===== src/rtl/power_pkg.sv =====
// power_pkg: power-state encodings shared by power_mode_ctrl and its bench.
package power_pkg;
  localparam int PWR_STATE_W = 2;
  typedef enum logic [PWR_STATE_W-1:0] {
    OFF     = 2'd0,
    ARM_ON  = 2'd1,
    ON      = 2'd2,
    ARM_OFF = 2'd3
  } pwr_state_t;
endpackage


===== src/rtl/sec_window_timer.sv =====
// sec_window_timer: seconds countdown from GESTURE_SEC, paced by tick; expire pulses on the final tick.
module sec_window_timer #(
  parameter int TICK_HZ     = 100,
  parameter int GESTURE_SEC = 5,
  parameter int SEC_W       = 4
) (
  input  logic             clk,
  input  logic             reset,
  input  logic             load,
  input  logic             clear,
  input  logic             tick,
  output logic [SEC_W-1:0] sec,
  output logic             expire
);
  localparam int SUB_W = TICK_HZ > 1 ? $clog2(TICK_HZ) : 1;
  localparam logic [SUB_W-1:0] SUB_MAX = SUB_W'(TICK_HZ - 1);
  logic [SUB_W-1:0] sub;
  logic wrap;
  assign wrap   = sub == SUB_MAX;
  assign expire = tick && wrap && sec == SEC_W'(1);
  // Counting halts at zero so an unattended timer never wraps.
  always_ff @(posedge clk or negedge reset)
    if (!reset) begin
      sec <= '0;
      sub <= '0;
    end else if (load) begin
      sec <= SEC_W'(GESTURE_SEC);
      sub <= '0;
    end else if (clear) begin
      sec <= '0;
      sub <= '0;
    end else if (tick && sec != '0) begin
      sub <= wrap ? '0 : sub + 1'b1;
      sec <= wrap ? sec - 1'b1 : sec;
    end
endmodule


===== src/rtl/power_mode_ctrl.sv =====
// power_mode_ctrl: system power FSM merging the power_on level with left/right gesture keys.
// Define POWER_AUTO_OFF_EN to add an inactivity auto-off while ON.
module power_mode_ctrl
  import power_pkg::*;
#(
  parameter int TICK_HZ      = 100,
  parameter int GESTURE_SEC  = 5,
  parameter int AUTO_OFF_SEC = 60
) (
  input  logic                   clk,
  input  logic                   reset,
  input  logic                   tick,
  input  logic                   power_on,
  input  logic                   gesture_left,
  input  logic                   gesture_right,
  input  logic                   activity,
  output logic                   sys_on,
  output logic [PWR_STATE_W-1:0] pwr_state,
  output logic [3:0]             window_sec,
  output logic                   on_pulse,
  output logic                   off_pulse
);
  pwr_state_t state;
  logic power_on_d, rise, fall, l, r, auto_off, load, expire;
  logic [3:0] sec;
  assign rise       = power_on & ~power_on_d;
  assign fall       = ~power_on & power_on_d;
  assign l          = gesture_left & ~gesture_right;
  assign r          = gesture_right & ~gesture_left;
  assign sys_on     = state[1];
  assign pwr_state  = state;
  assign window_sec = state[0] ? sec : '0;
  // Left arms/restarts from the off side, right from the on side.
  assign load       = !rise && !fall && !auto_off && (sys_on ? r : l);
  sec_window_timer #(.TICK_HZ(TICK_HZ), .GESTURE_SEC(GESTURE_SEC), .SEC_W(4)) win_tmr (
    .clk, .reset, .load, .clear(!state[0]), .tick, .sec, .expire
  );
`ifdef POWER_AUTO_OFF_EN
  logic [6:0] idle_sec;
  logic idle_expire;
  sec_window_timer #(.TICK_HZ(TICK_HZ), .GESTURE_SEC(AUTO_OFF_SEC), .SEC_W(7)) idle_tmr (
    .clk, .reset,
    .load(state != ON || activity || gesture_left || gesture_right),
    .clear(1'b0), .tick, .sec(idle_sec), .expire(idle_expire)
  );
  assign auto_off = state == ON && idle_expire && idle_sec == 7'd1;
`else
  logic unused_idle;
  assign unused_idle = activity | (AUTO_OFF_SEC == 0);
  assign auto_off    = 1'b0;
`endif
  always_ff @(posedge clk or negedge reset)
    if (!reset) begin
      state      <= OFF;
      power_on_d <= 1'b0;
      on_pulse   <= 1'b0;
      off_pulse  <= 1'b0;
    end else begin
      power_on_d <= power_on;
      on_pulse   <= 1'b0;
      off_pulse  <= 1'b0;
      if (rise) begin
        state    <= ON;
        on_pulse <= !sys_on;
      end else if (fall) begin
        state     <= OFF;
        off_pulse <= sys_on;
      end else if (auto_off) begin
        state     <= OFF;
        off_pulse <= 1'b1;
      end else
        case (state)
          OFF:     if (l) state <= ARM_ON;
          ARM_ON:  if (r) begin
                     state    <= ON;
                     on_pulse <= 1'b1;
                   end else if (expire && !l) state <= OFF;
          ON:      if (r) state <= ARM_OFF;
          ARM_OFF: if (l) begin
                     state     <= OFF;
                     off_pulse <= 1'b1;
                   end else if (expire && !r) state <= ON;
        endcase
    end
endmodule


===== config.mk =====
export PLATFORM = sky130hd
export DESIGN_NAME = power_mode_ctrl
export DESIGN_NICKNAME = d
export VERILOG_FILES = /design/src/rtl/power_pkg.sv /design/src/rtl/sec_window_timer.sv /design/src/rtl/power_mode_ctrl.sv
export SDC_FILE = /design/constraint.sdc
export NUM_CORES = 1
export LEC_CHECK = 0
export BUFFER_PORTS_ARGS = -buffer_cell sky130_fd_sc_hd__buf_2
export CORE_MARGIN = 5
export CORE_UTILIZATION = 45
export DETAILED_ROUTE_END_ITERATION = 10
export PLACE_DENSITY = 0.63
export SLEW_MARGIN = 20
export SYNTH_ARGS = -nofsm -noshare
export SYNTH_HDL_FRONTEND = slang
export SYNTH_SLANG_ARGS = --single-unit

===== constraint.sdc =====
create_clock -name clk -period 3.4 [get_ports clk]
set_input_delay 1.02 -clock clk [delete_from_list [all_inputs] [get_ports clk]]
set_output_delay 1.02 -clock clk [all_outputs]
set_load 0.005 [all_outputs]

# Yosys cells after proc, flatten, opt, wreduce, memory -nomap -nowiden
# Index checks and enable logic that the tools add are counted.
# totals
regBits,16
in_bits,7
out_inout_bits,9
wordCells,70
# classes
add_sub_neg,2
n_eq_ne,11
muxes,27
bitwise_logic,8
reduce_logical,16
# ops
op,count
two-way mux 7 bit,4
two-way mux 4 bit,5
two-way mux 2 bit,8
"!= test 5 bit, second input constant",2
two-way mux 1 bit,9
"!= test 4 bit, second input constant",2
case mux 2 bit (4 select lines),1
"adder 7 x 1 -> 7 bit, second input constant",1
"== test 7 bit, second input constant",1
logical AND 1 bit,7
"!= test 3 x 1 -> 1 bit, second input constant",2
zero test 1 bit,5
bitwise AND 1 bit,4
"== test 2 bit, second input constant",2
"== test 4 x 1 -> 1 bit, second input constant",1
NOT 1 bit,4
AND reduction 4 bit,1
nonzero test 4 bit,1
"subtractor 4 x 1 -> 4 bit, second input constant",1
"== test 2 x 1 -> 1 bit, second input constant",1
zero test 2 bit,1
AND reduction 2 bit,1

# Longest topological paths before layout
# logic_depth
depth_word,9
ltp_mapped,8
ltp_nobuf,7

# Hierarchy
# From an unflattened synthesis, not the netlist that was laid out.
# hier_totals
hier_cells,113
area_unflattened_um2,1043.5
# by_module_without_submodules
mod,instances,cells_per_inst,area_per_inst_um2,seq_area_each_um2
sec_window_timer,1,70,661.9,275.3
power_mode_ctrl,1,43,381.6,125.1

# Worst setup path after synthesis
# Ideal clock, no wire load.
# synth_timing
kind,input -> register
start,input gesture_left
end,"register state[0], in the netlist pwr_state[0]"
setup_time_ns,0.125
arrival_time_ns,2.082
required_ns,3.275
setup_slack_ns,1.193
path_stages,5
path_buffers,0
path_cell_list,and2b_4 > mux2_4 > nor4_4 > a21oi_2 > mux2_4
# synth_via
elab_chain_cells,6
word_cells_on_any_way,17
cone_classes,eq/ne: 4; mux: 5; bitwise: 3; reduce/logical: 5
# synth_lines
element,line_no,text
from (decl),power_mode_ctrl.sv:14,"input logic gesture_left,"
NOT 1 bit,power_mode_ctrl.sv:29,assign r = gesture_right & ~gesture_left;
bitwise AND 1 bit,power_mode_ctrl.sv:29,
two-way mux 2 bit / zero test 1 bit (equally long branches),"power_mode_ctrl.sv:74, power_mode_ctrl.sv:82",
case mux 2 bit (4 select lines) / logical AND 1 bit (equally long branches),"power_mode_ctrl.sv:72, power_mode_ctrl.sv:82",
two-way mux 2 bit / != test 5 bit (equally long branches),--,
two-way mux 2 bit / AND reduction 4 bit (equally long branches),--,
to (signal assigned),power_mode_ctrl.sv:63,state <= ON;
to (signal assigned),power_mode_ctrl.sv:66,state <= OFF;
to (signal assigned),power_mode_ctrl.sv:73,OFF: if (l) state <= ARM_ON;
to (decl),power_mode_ctrl.sv:23,pwr_state_t state;
# Several ways; a longest one is shown, not always the timed one.
# A chain may end at the register's enable or synchronous reset.

# Worst setup path in the final report
# layout_timing
start,"register state[0], in the netlist pwr_state[0]"
end,output window_sec[0]
# layout_via
elab_chain_cells,1
# layout_lines
element,line_no,text
from (signal assigned),power_mode_ctrl.sv:54,state <= OFF;
from (signal assigned),power_mode_ctrl.sv:63,
from (signal assigned),power_mode_ctrl.sv:66,
two-way mux 4 bit,power_mode_ctrl.sv:32,assign window_sec = state[0] ? sec : '0;
to (decl),power_mode_ctrl.sv:19,"output logic [3:0] window_sec,"
# Every way passes these cells.

==> impl_results.md <==
- Outcome: complete, no violations
- FP Rows: 16
- Buffers added on ports: 14
- Max-cap violations: 0
- Die ar.: approximately 3200 sq um
- Number of synthesis warnings: 0
- Unrepaired setup endpoints after global routing: false
- Clk slew on worst S/H paths: 90 ps
- Part of the cycle the worst path needs: 0.686
- CP max FO: 12
- 1st-iter DRT viols: 15
- Req. time, crit path: roughly 2400 ps
- Vias per Instance: between 5 and 6
- Critical Path Source Type: flop
- Post-Syn Area: between 900 and 1000 sq um
- Critical-path cell list: inv_1 > nor2_1 > buf_2
- CTS root buf: clkbuf_4
- WS Path Type: reg2out
- Max Clock Skew: approximately 3 ps
- Yosys reg bits: 16
- Grt ovf: 0
- Largest family of logic cells by synthesized area: simple AND/OR/NAND/NOR gates
- CTS tree: built
- Final net count: 133
- CTS sink count: 16
- # hold bufs at CTS: 0
- Wirelength per Cell: roughly 14 microns
- Global Route Usage Sum: 0.138
- Synth Area in Simple Gates: 0.223
- Initial antenna violation count: 0
- Critical path endpoint category: primary output
- Post-CTS Setup Inserts: 0
- Relative slew slack: 0.596
- Latest clock arrival within the worst-skew pair: roughly 290 ps
- Area growth from synthesis to layout: 11.3%
- Die Y: roughly 56 microns
- CTS buffer count: 3
- Slowest cell delay on critical path: a little under 600 ps
- DRT Pass-1 Iters: 4
- Tmin final: 2330 ps
- Actual slew at the worst max-slew pin: approximately 600 ps
- Design Power: ~0.00057 W
- Slew Viols, Final: 0
- Worst vdd ir: around 0.45 mV
- Pwr per Cell Area: 531 nW/um^2
- Core area: about 2000 sq um
- Multiplexer share of the synthesized area: 0.0515
- Htree depth: 1
- Io pins: 16
- Initial core utilization: 0.485
- Seq/Total Area, Yosys: 0.412
- CP delay by family, top: flip-flops
- Clk buf depth: 2
- Slowest cell on the critical path: dfrtp_1
- DIE WIDTH: between 50 and 60 microns
- Post-Synthesis Cells: about 100
- Hold Fails Final Rpt: 0
- WL final: 2000 microns
- Post-Syn Nets: 117
- WP buf/inv: 2
- Yosys cell types: 32
- Final setup violation count: 0
- Synth Area in Compound Gates: 0.143
- Hold WC Path Type: reg2reg
- Final ANT Viol Nets: 0
- DR vias: between 700 and 800
- Setup TNS: 0 ps
- Syn_area_per_cell: about 9.3 sq um
- Adder-cell area share of the yosys netlist: 0.0773
- Number of global-route vias before repair: between 700 and 800
- GPL Wtd Cong: between 0.7 and 0.8
- Fmax achieved: 0.429 GHz
- DP Wirelength: between 1500 and 2000 microns
- CP arrival: ~1300 ps
- Post_cts resized: 0
- Diodes inserted: 0
- LEAKAGE: 0.490 nW
- XOR/XNOR Fraction of Synth Area: 0.0451
- DRC viols: 0
- Layout cells sized above 1: 0.203
- First-pass GRT wire length: 3490 microns
- Largest net degree at the start of global routing: 17
cells in the final DEF, fill, tap and decap left out, types with 3 or more instances in the layout:
cell and count:
nand3_1 5, buf_2 14, nand2_1 10, clkbuf_4 3
a21oi_1 10, ha_1 6, xnor2_1 3, nor3_1 3
nor2_1 8, o21ai_0 7, inv_1 7, dfrtp_1 16
kinds of logic after synthesis:
| logic type | count (synthesis) |
|---|---|
| flip-flops | 16 |
| adder cells (fa/ha/maj) | 6 |
| XOR/XNOR | 5 |
| multiplexers | 4 |
| AND/OR/NAND/NOR | 38 |
| AO/OA/AOI/OAI | 24 |
| buffers and inverters | 11 |
registers in the layout, indices dropped and copies added (netlist names):
name	cells
off_pulse	1
win_tmr.sub	7
power_on_d	1
pwr_state	2
win_tmr.sec	4
on_pulse	1
per-layer routing:
metal | global-route usage | up-vias | wire [microns]
li1 | - | 388 | -
met3 | 0.0528 | 2 | 123
met5 | 0 | - | 0
met1 | 0.180 | 373 | 904
met4 | 0.0203 | 0 | 12
met2 | 0.221 | 20 | 959
worst reg2reg max path: cells and delay by family, from the launching register on:
kind,cells,cell delay [ps]
compound gates,3,740
buf+inv,2,190
fa+ha+maj,1,160
simple gates,1,170
flops,1,410
path summary, 6_finish.rpt:
kind | from | end | slack [ps] | depth (start not counted)
hold / removal | win_tmr.sub[1]$_DFFE_PN0P_ | win_tmr.sub[1]$_DFFE_PN0P_ | 570 | 2
hold reg to reg | win_tmr.sub[1]$_DFFE_PN0P_ | win_tmr.sub[1]$_DFFE_PN0P_ | 570 | 2
setup reg to reg | win_tmr.sec[0]$_DFFE_PN0P_ | win_tmr.sub[2]$_DFFE_PN0P_ | 1600 | 7
max in group asynchronous | reset | win_tmr.sub[5]$_DFFE_PN0P_ | 2510 | 1
setup / recovery | pwr_state[0]$_DFFE_PN0P_ | window_sec[0] | 1070 | 3
min in group asynchronous | reset | win_tmr.sub[3]$_DFFE_PN0P_ | 630 | 1
cell type report:
class	count	area (sq um)
inverters	8	30.0
well taps	27	33.8
repair buffers	14	70.1
fillers	199	921
flip-flops and latches	16	400
clock buffers	3	22.5
multi-input cells	77	524
stage by stage:
step	setup WS (ps)	instances	hold slack, ps	cell area (sq um)	utilization
floorplan	1190	104	523	971	-
global placement	1060	142	536	1060	0.529
detailed placement	1040	142	555	1060	0.529
CTS	1080	145	569	1080	0.540
global route	955	145	597	1080	0.540
finish	1070	145	572	1080	0.540
cell usage after synthesis:
master,n,area [sq um]
a21oi_1,10,50.1
a21oi_2,1,8.76
a311oi_1,2,17.5
a31oi_1,1,6.26
and2_1,2,12.5
and2b_4,1,10.0
and3_1,1,6.26
buf_2,1,5.00
buf_4,1,7.51
clkbuf_1,1,3.75
dfrtp_1,16,400
ha_1,6,75.1
inv_1,7,26.3
inv_2,1,3.75
mux2_4,2,30.0
mux2i_1,2,20.0
nand2_1,10,37.5
nand3_1,5,25.0
nand3b_1,2,15.0
nand4b_1,1,8.76
nor2_1,8,30.0
nor2b_1,2,12.5
nor3_1,3,15.0
nor3_4,1,16.3
nor4_4,1,21.3
o21ai_0,7,35.0
o21ai_1,1,5.00
o31a_1,1,8.76
o31ai_1,1,7.51
or3_1,1,6.26
xnor2_1,3,26.3
xor2_1,2,17.5
power breakdown:
part	switching [W]	internal [W]
Clock	0.0000587	0.0000412
Sequential	0.0000480	0.000217
Combinational	0.000116	0.0000928
Total	0.000223	0.000351
Power figures use the tool's default switching activity.
